[src/rtl/ms_display_driver.sv]
// Millisecond display driver: captures a binary 0..999 count, converts it to
// BCD with a sequential shift-add-3 engine, and multiplexes three common-anode
// seven-segment digits with optional leading-zero blanking.
module ms_display_driver #(
  parameter int unsigned SCAN_DIV = 1000,
  parameter int unsigned BLANK_LZ = 1
) (
  input  logic        clk,
  input  logic        clrn,
  input  logic [9:0]  value,
  input  logic        valid,
  output logic        ready,
  output logic [11:0] bcd,
  output logic        bcd_valid,
  output logic        ovf,
  output logic [2:0]  an,
  output logic [6:0]  seg,
  output logic        dp
);

  typedef enum logic {IDLE, CONV} state_t;
  typedef enum logic [1:0] {DIG_U = 2'd0, DIG_T = 2'd1, DIG_H = 2'd2} digit_t;

  localparam logic [15:0] SCAN_LAST = 16'(SCAN_DIV - 1);
  localparam logic [3:0]  ITER_LAST = 4'd9;

  state_t      state_q, state_d;
  logic [3:0]  iter_q, iter_d;
  logic [9:0]  bin_q, bin_d;
  logic [11:0] work_q, work_d;
  logic        pend_ovf_q, pend_ovf_d;
  logic [11:0] bcd_q, bcd_d;
  logic        ovf_q, ovf_d;
  logic        bcd_valid_q, bcd_valid_d;

  logic [15:0] scan_cnt_q, scan_cnt_d;
  digit_t      digit_q, digit_d;
  logic [2:0]  an_q, an_d;
  logic [6:0]  seg_q, seg_d;
  logic        dp_q, dp_d;

  logic [11:0] work_adj;
  logic [11:0] work_shift;
  logic [9:0]  bin_shift;
  logic [3:0]  nib;
  logic        blank;

  function automatic logic [3:0] add3(input logic [3:0] n);
    return (n >= 4'd5) ? n + 4'd3 : n;
  endfunction

  function automatic logic [6:0] seg_decode(input logic [3:0] n);
    logic [6:0] s;
    case (n)
      4'd0:    s = 7'h40;
      4'd1:    s = 7'h79;
      4'd2:    s = 7'h24;
      4'd3:    s = 7'h30;
      4'd4:    s = 7'h19;
      4'd5:    s = 7'h12;
      4'd6:    s = 7'h02;
      4'd7:    s = 7'h78;
      4'd8:    s = 7'h00;
      4'd9:    s = 7'h10;
      default: s = 7'h7F;
    endcase
    return s;
  endfunction

  // One double-dabble step: correct each nibble, then shift the joint register.
  always_comb begin
    work_adj   = {add3(work_q[11:8]), add3(work_q[7:4]), add3(work_q[3:0])};
    work_shift = {work_adj[10:0], bin_q[9]};
    bin_shift  = {bin_q[8:0], 1'b0};
  end

  // Conversion controller: capture in IDLE, ten iterations in CONV, then commit.
  always_comb begin
    state_d     = state_q;
    iter_d      = iter_q;
    bin_d       = bin_q;
    work_d      = work_q;
    pend_ovf_d  = pend_ovf_q;
    bcd_d       = bcd_q;
    ovf_d       = ovf_q;
    bcd_valid_d = 1'b0;
    case (state_q)
      IDLE: begin
        if (valid) begin
          state_d = CONV;
          iter_d  = 4'd0;
          work_d  = 12'd0;
          if (value > 10'd999) begin
            bin_d      = 10'd999;
            pend_ovf_d = 1'b1;
          end else begin
            bin_d      = value;
            pend_ovf_d = 1'b0;
          end
        end
      end
      CONV: begin
        work_d = work_shift;
        bin_d  = bin_shift;
        iter_d = iter_q + 4'd1;
        // The final step's result goes straight to the committed outputs so
        // partial BCD never reaches bcd or the display.
        if (iter_q == ITER_LAST) begin
          bcd_d       = work_shift;
          ovf_d       = pend_ovf_q;
          bcd_valid_d = 1'b1;
          state_d     = IDLE;
        end
      end
      default: state_d = IDLE;
    endcase
  end

  // Digit scan: fixed dwell per digit, outputs registered from the next digit
  // so an, seg and dp always agree with each other.
  always_comb begin
    scan_cnt_d = scan_cnt_q + 16'd1;
    digit_d    = digit_q;
    if (scan_cnt_q >= SCAN_LAST) begin
      scan_cnt_d = 16'd0;
      case (digit_q)
        DIG_U:   digit_d = DIG_T;
        DIG_T:   digit_d = DIG_H;
        default: digit_d = DIG_U;
      endcase
    end
    nib   = bcd_q[3:0];
    blank = 1'b0;
    an_d  = 3'b110;
    case (digit_d)
      DIG_T: begin
        nib   = bcd_q[7:4];
        blank = (BLANK_LZ != 0) && (bcd_q[11:8] == 4'd0) && (bcd_q[7:4] == 4'd0);
        an_d  = 3'b101;
      end
      DIG_H: begin
        nib   = bcd_q[11:8];
        blank = (BLANK_LZ != 0) && (bcd_q[11:8] == 4'd0);
        an_d  = 3'b011;
      end
      default: begin
        nib   = bcd_q[3:0];
        blank = 1'b0;
        an_d  = 3'b110;
      end
    endcase
    seg_d = blank ? 7'h7F : seg_decode(nib);
    dp_d  = !((digit_d == DIG_H) && ovf_q);
  end

  // State and datapath registers.
  always_ff @(posedge clk or negedge clrn) begin
    if (!clrn) begin
      state_q     <= IDLE;
      iter_q      <= 4'd0;
      bin_q       <= 10'd0;
      work_q      <= 12'd0;
      pend_ovf_q  <= 1'b0;
      bcd_q       <= 12'h000;
      ovf_q       <= 1'b0;
      bcd_valid_q <= 1'b0;
      scan_cnt_q  <= 16'd0;
      digit_q     <= DIG_U;
      an_q        <= 3'b110;
      seg_q       <= 7'h40;
      dp_q        <= 1'b1;
    end else begin
      state_q     <= state_d;
      iter_q      <= iter_d;
      bin_q       <= bin_d;
      work_q      <= work_d;
      pend_ovf_q  <= pend_ovf_d;
      bcd_q       <= bcd_d;
      ovf_q       <= ovf_d;
      bcd_valid_q <= bcd_valid_d;
      scan_cnt_q  <= scan_cnt_d;
      digit_q     <= digit_d;
      an_q        <= an_d;
      seg_q       <= seg_d;
      dp_q        <= dp_d;
    end
  end

  assign ready     = (state_q == IDLE);
  assign bcd       = bcd_q;
  assign ovf       = ovf_q;
  assign bcd_valid = bcd_valid_q;
  assign an        = an_q;
  assign seg       = seg_q;
  assign dp        = dp_q;

endmodule

[config.mk]
export PLATFORM = sky130hd
export DESIGN_NAME = ms_display_driver
export DESIGN_NICKNAME = d
export VERILOG_FILES = /design/src/rtl/ms_display_driver.sv
export SDC_FILE = /design/constraint.sdc
export NUM_CORES = 1
export LEC_CHECK = 0
export CAP_MARGIN = 15
export CORE_AREA = 2 2 89 91
export CTS_BUF_LIST = sky130_fd_sc_hd__clkbuf_4 sky130_fd_sc_hd__clkbuf_8
export DETAILED_ROUTE_END_ITERATION = 7
export DIE_AREA = 0 0 91 93
export PLACE_DENSITY = 0.65
export SYNTH_ARGS = -nofsm -noshare
export SYNTH_HDL_FRONTEND = slang
export SYNTH_SLANG_ARGS = --single-unit
[constraint.sdc]
create_clock -name clk -period 4.2 [get_ports clk]
set_input_delay 0.63 -clock clk [delete_from_list [all_inputs] [get_ports clk]]
set_output_delay 0.63 -clock clk [all_outputs]
set_load 0.05 [all_outputs]
# Word-level counts from Yosys, hierarchy flattened
# Memory sizes are Yosys's and may differ from the RTL's.
# Cells that the tools add are included.
[word_totals]
memories = 1
elab_cells = 61
in_bits = 13
romBits = 112
register_bits = 71
[op_classes]
add_sub_neg = 5
bitwise_logic = 1
n_eq_ne = 5
n_mux = 23
reduce_logical = 8
n_lt_le_gt_ge = 5
[memory_table]
columns = ["memory", "words", "word_bits", "rd", "rd_ports_with_merged_regs", "wr", "line", "text"]
rows = [
  ["(name not given)", 16, 7, 1, 0, 0, "54", "case (n)"],
]
[op_table]
columns = ["op", "n"]
rows = [
  ["one-hot mux 12 bit (2 select lines)", 1],
  ["2-to-1 mux 10 bit", 2],
  ["one-hot mux 10 bit (2 select lines)", 1],
  ["adder 16 x 1 -> 16 bit, second input constant", 1],
  ["greater-or-equal comparator 16 x 10 -> 1 bit, second input constant", 1],
  ["2-to-1 mux 16 bit", 1],
  ["one-hot mux 4 bit (2 select lines)", 2],
  ["greater-or-equal comparator 4 x 3 -> 1 bit, second input constant", 3],
  ["2-to-1 mux 12 bit", 1],
  ["2-to-1 mux 4 bit", 3],
  ["> comparator 10 bit, second input constant", 1],
  ["adder 4 x 2 -> 4 bit, second input constant", 2],
  ["logical NOT 4 bit", 2],
  ["2-to-1 mux 7 bit", 1],
  ["one-hot mux 3 bit (2 select lines)", 1],
  ["2-to-1 mux 1 bit", 5],
  ["adder 4 x 1 -> 4 bit, second input constant", 1],
  ["== test 2 x 1 -> 1 bit, second input constant", 2],
  ["== test 4 bit, second input constant", 1],
  ["one-hot mux 1 bit (2 select lines)", 2],
  ["one-hot mux 2 bit (2 select lines)", 1],
  ["AND reduction 2 bit", 2],
  ["adder 3 x 2 -> 3 bit, second input constant", 1],
  ["2-to-1 mux 3 bit", 1],
  ["other kinds (7)", 8],
]

# Logic depth before layout (Yosys ltp)
# An unclocked memory read counts as a cell.
[logic_depth]
word_depth = 7
mapped_depth = 13

# Worst setup path after synthesis
# Ideal clock, no wire load.
[synth_path]
path_kind = "register -> register"
from = "register scan_cnt_q[0]"
to = "register seg_q[3] (netlist: seg[3])"
stages_incl_launch_ff = 13
t_required_ns = 4.062
slack_ns = 1.361
arrival_time_ns = 2.701
cell_sequence = "dfrtp_1 -> ha_1 -> a211o_1 -> nand4_1 -> a211oi_1 -> a21o_2 -> ha_1 -> buf_2 -> o21ai_1 -> inv_1 -> ha_1 -> o21ai_0 -> nand4_1"
[synth_via]
elab_chain_len = 6
[synth_lines]
columns = ["item", "line", "text"]
rows = [
  ["start, declared", "36", "logic [15:0] scan_cnt_q, scan_cnt_d;"],
  ["start signal, assigned", "181", "scan_cnt_q <= scan_cnt_d;"],
  ["greater-or-equal comparator 16 x 10 -> 1 bit *", "124", "if (scan_cnt_q >= SCAN_LAST) begin"],
  ["2-to-1 mux 2 bit *", "124", ""],
  ["named net digit_d[1]", "37", "digit_t digit_q, digit_d;"],
  ["== test 2 bit or == test 2 x 1 -> 1 bit (tied branches)", "135", "case (digit_d)"],
  ["one-hot mux 4 bit (2 select lines)", "135", ""],
  ["memory (16 x 7 bit)", "-", ""],
  ["2-to-1 mux 7 bit *", "152", "seg_d = blank ? 7'h7F : seg_decode(nib);"],
  ["named net seg_d[3]", "39", "logic [6:0] seg_q, seg_d;"],
  ["end signal, assigned", "184", "seg_q <= seg_d;"],
  ["end, declared", "39", ""],
]
# Mark *: on every way through the listed nets, which the timed path passes. The rest lies on a longest branch.
# A chain may end at the register's enable or synchronous reset.

# Worst setup path in the final report
# Ends and elaborated chain as after synthesis.

==> metrics <==
top achievable clock speed=around 330 MHz; first-pass iteration count of the detailed router=4; placeable core region=7530 µm²; total setup buffers inserted after CTS=0; cell row count=32; number of buffers added by the clock tree synthesis step=9; maximum vdd drop=0.000326 V; EDFF count, synth=0; switching share of total power=42.5%; number of instances in the placed design=457; count of nets after finishing=393; Worst Setup Slack, final=1.15 ns; total number of vias=2379; predominant post-synthesis flop cell=sky130_fd_sc_hd__dfrtp_1; biggest area consumer among synthesized cells=sky130_fd_sc_hd__dfrtp_1; sequential element share of the synthesized area=around 54%; Most Frequent Cell on Critical Path=sky130_fd_sc_hd__ha_1; post-synthesis sequential element count=71; final hold violations=0; status=finished, final reports clean; wire length reported by the detailed router=6140 µm; synthesized instance count=324; multi-input logic area=1410 µm²; violation count after the first detailed-route iteration=61; number of vias per cell after detailed routing=5.03; Netlist cell types=50; Placer Congestion=0.811; all-layer global routing usage=16.0%; type of the worst min-delay path=in2async; internal power component=around 2.0 mW; combined area of all synthesized cells=3300 µm²; power per unit of standard cell area=870 nW/µm²; library cell used as clock root buffer=sky130_fd_sc_hd__clkbuf_8; buffer and inverter count on the worst path=1; number of global-route vias before repair=2300; top cells by area in the synthesized netlist=sky130_fd_sc_hd__dfrtp_1 (51%), sky130_fd_sc_hd__ha_1 (5.3%), sky130_fd_sc_hd__nand2_1 (5.0%), sky130_fd_sc_hd__o21ai_0 (4.2%), sky130_fd_sc_hd__dfstp_2 (3.2%); crit end category=flip-flop; library cell contributing the largest single delay on the critical path=sky130_fd_sc_hd__dfrtp_1; first-pass GRT wire length=around 11000 µm; clock tree from TritonCTS=built; Logic pwr share=between 40 and 50%; Setup TNS=0 ns; Sequential cell area=1780 µm²; Total Die Area=8460 µm²; setup repair after global routing missed its margin=no; DRC Markers=0; Place WS=1.14 ns; clock insertion delay at the later pin of the skew report=0.35 ns; series of cell instances along the critical path=ha_1, a211o_1, nand4_1, a211oi_1, a21o_2, ha_1, o21ai_1, inv_1, ha_1, o21ai_0, nand4_1; P_sw=between 1 and 1.5 mW; IO Pins=39; Synth Area per Inst=10.2 µm²; clock slew at reported path FFs=0.08 ns; part of the total power dissipated in sequential elements=32.3%; die width=91 µm; final critical-path share of the clock period=72.6%; layout overhead on the synthesized area=22.1%; HPWL after detailed placement=4370 µm; Synth Warn #=0; proportion of synthesized flip-flops having asynchronous set or reset=100%; final design area excluding fillers=4030 µm²; cell area after placement=3780 µm²; fill cell total of the finished layout=roughly 690; Setup Skew=0.00920 ns; overall power consumption=3.51 mW; shortest period the worst path allows=3.05 ns; number of antenna-violating nets in the routed design=0; max-cap viol count=0; worst hold margin=around 0.38 ns; post-layout util=53.5%; H-tree level count=3; part of the power in the clock network=19.3%; gr ovfl total=0; number of sinks on the clock net=71; pin slew with the least headroom to its limit=approximately 1.1 ns; total count of max-transition violations in the final report=0; Cell Count, Final, Fillers Out=473; number of buffers added on ports=38; maximum clock insertion buffer count=2; Resized Gates After CTS=0; initial antenna violation count=0; longest individual stage delay on the worst path=between 0.4 and 0.5 ns; diode insertion count for antenna repair=0; portion of synthesized cell area occupied by the leading cell type=50.8%; final setup violation count=0; vertical extent of the die=93 µm; largest net degree at the start of global routing=39; Initial Util=roughly 44%; average wire per cell in the routed design=13.0 µm; headroom to the max-slew limit=28.3%; critical path data required time=4.43 ns; dominant delay contributor by cell family on the critical path=compound AO/OA/AOI/OAI gates; proportion of layout cells with a drive suffix above 1=9.97%; number of hold buffers added after cts=0; leakage dissipation=~1.8 nW; category of the worst setup path launch point=flip-flop; Arrival @ worst endpoint=3.27 ns; Critical Path Fanout Max=9; critical path class=reg2reg
-- flip-flops by register name, indices dropped and copies added, names as in the netlist --
name and cells:
state_q 1, seg 7, dp 1, ovf 1, bcd 12, iter_q 4, an 3, bcd_valid 1
bin_q 10, digit_q 2, pend_ovf_q 1, scan_cnt_q 16, work_q 12
-- synthesized netlist by cell type, drive strengths merged, types with 4 or more instances --
library cell and number:
a21oi 16, and3 4, clkbuf 11, dfrtp 67
dfstp 4, ha 14, inv 20, mux2 4
mux2i 7, nand2 45, nand2b 4, nand3 9
nand4 6, nor2 15, nor3b 5, o21ai 31
o22ai 13, xnor2 9
-- final timing paths --
| check | from | end | slack (ns) | cells after the start |
|---|---|---|---|---|
| setup reg to reg | scan_cnt_q[0] | seg[3] | 1.15 | 11 |
| hold / removal | clrn | bcd[9] | 0.38 | 1 |
| min in group clk | bin_q[8] | bin_q[9] | 0.49 | 2 |
| max in group asynchronous | clrn | dp | 2.86 | 2 |
| hold reg to reg | bin_q[8] | bin_q[9] | 0.49 | 2 |
| setup / recovery | scan_cnt_q[0] | seg[3] | 1.15 | 11 |
-- metal layers --
metal / up-vias / global-route usage (%) / share of wire, %
met3: 10 / 4.59 / 4.0
met5: - / 0 / 0
li1: 1202 / - / -
met4: 0 / 5.30 / 1.5
met1: 1128 / 20.3 / 47
met2: 39 / 26.5 / 48
-- cell families after synthesis --
logic type	synth area share [%]
buffers and inverters	3.98
XOR/XNOR	3.19
adder cells (fa/ha/maj)	5.31
AO/OA/AOI/OAI	14.8
flip-flops	54.0
other	0.114
multiplexers	3.60
AND/OR/NAND/NOR	15.0
-- layout by cell type (no fill, tap or decap), drive strengths merged, types with 7 or more instances in the layout --
cell,n
dfrtp,67
a21oi,16
xnor2,9
mux2i,7
o22ai,13
clkbuf,11
nand3,9
clkdlybuf4s50,37
o21ai,31
nand2,45
ha,14
inv,20
nor2,15
-- power by group through the flow --
stage | Combinational, mW | Sequential, mW | Clock (mW)
after CTS | 1.72 | 1.13 | 0.690
after detailed placement | 1.71 | 1.15 | 0
final | 1.70 | 1.13 | 0.677
after global placement | 1.68 | 1.14 | 0
after floorplan | 0.973 | 1.44 | 0
after global routing | 1.87 | 1.17 | 0.722
-- layout make-up --
cell class,count,share of cell area (%)
clock buffer,11,3.60
timing repair buffer,40,9.69
clock inverter,5,2.61
tap,102,3.17
multi-input combinational,224,34.9
inverter,20,1.86
sequential,71,44.2
Note: power is estimated with default switching activity, not from simulation.
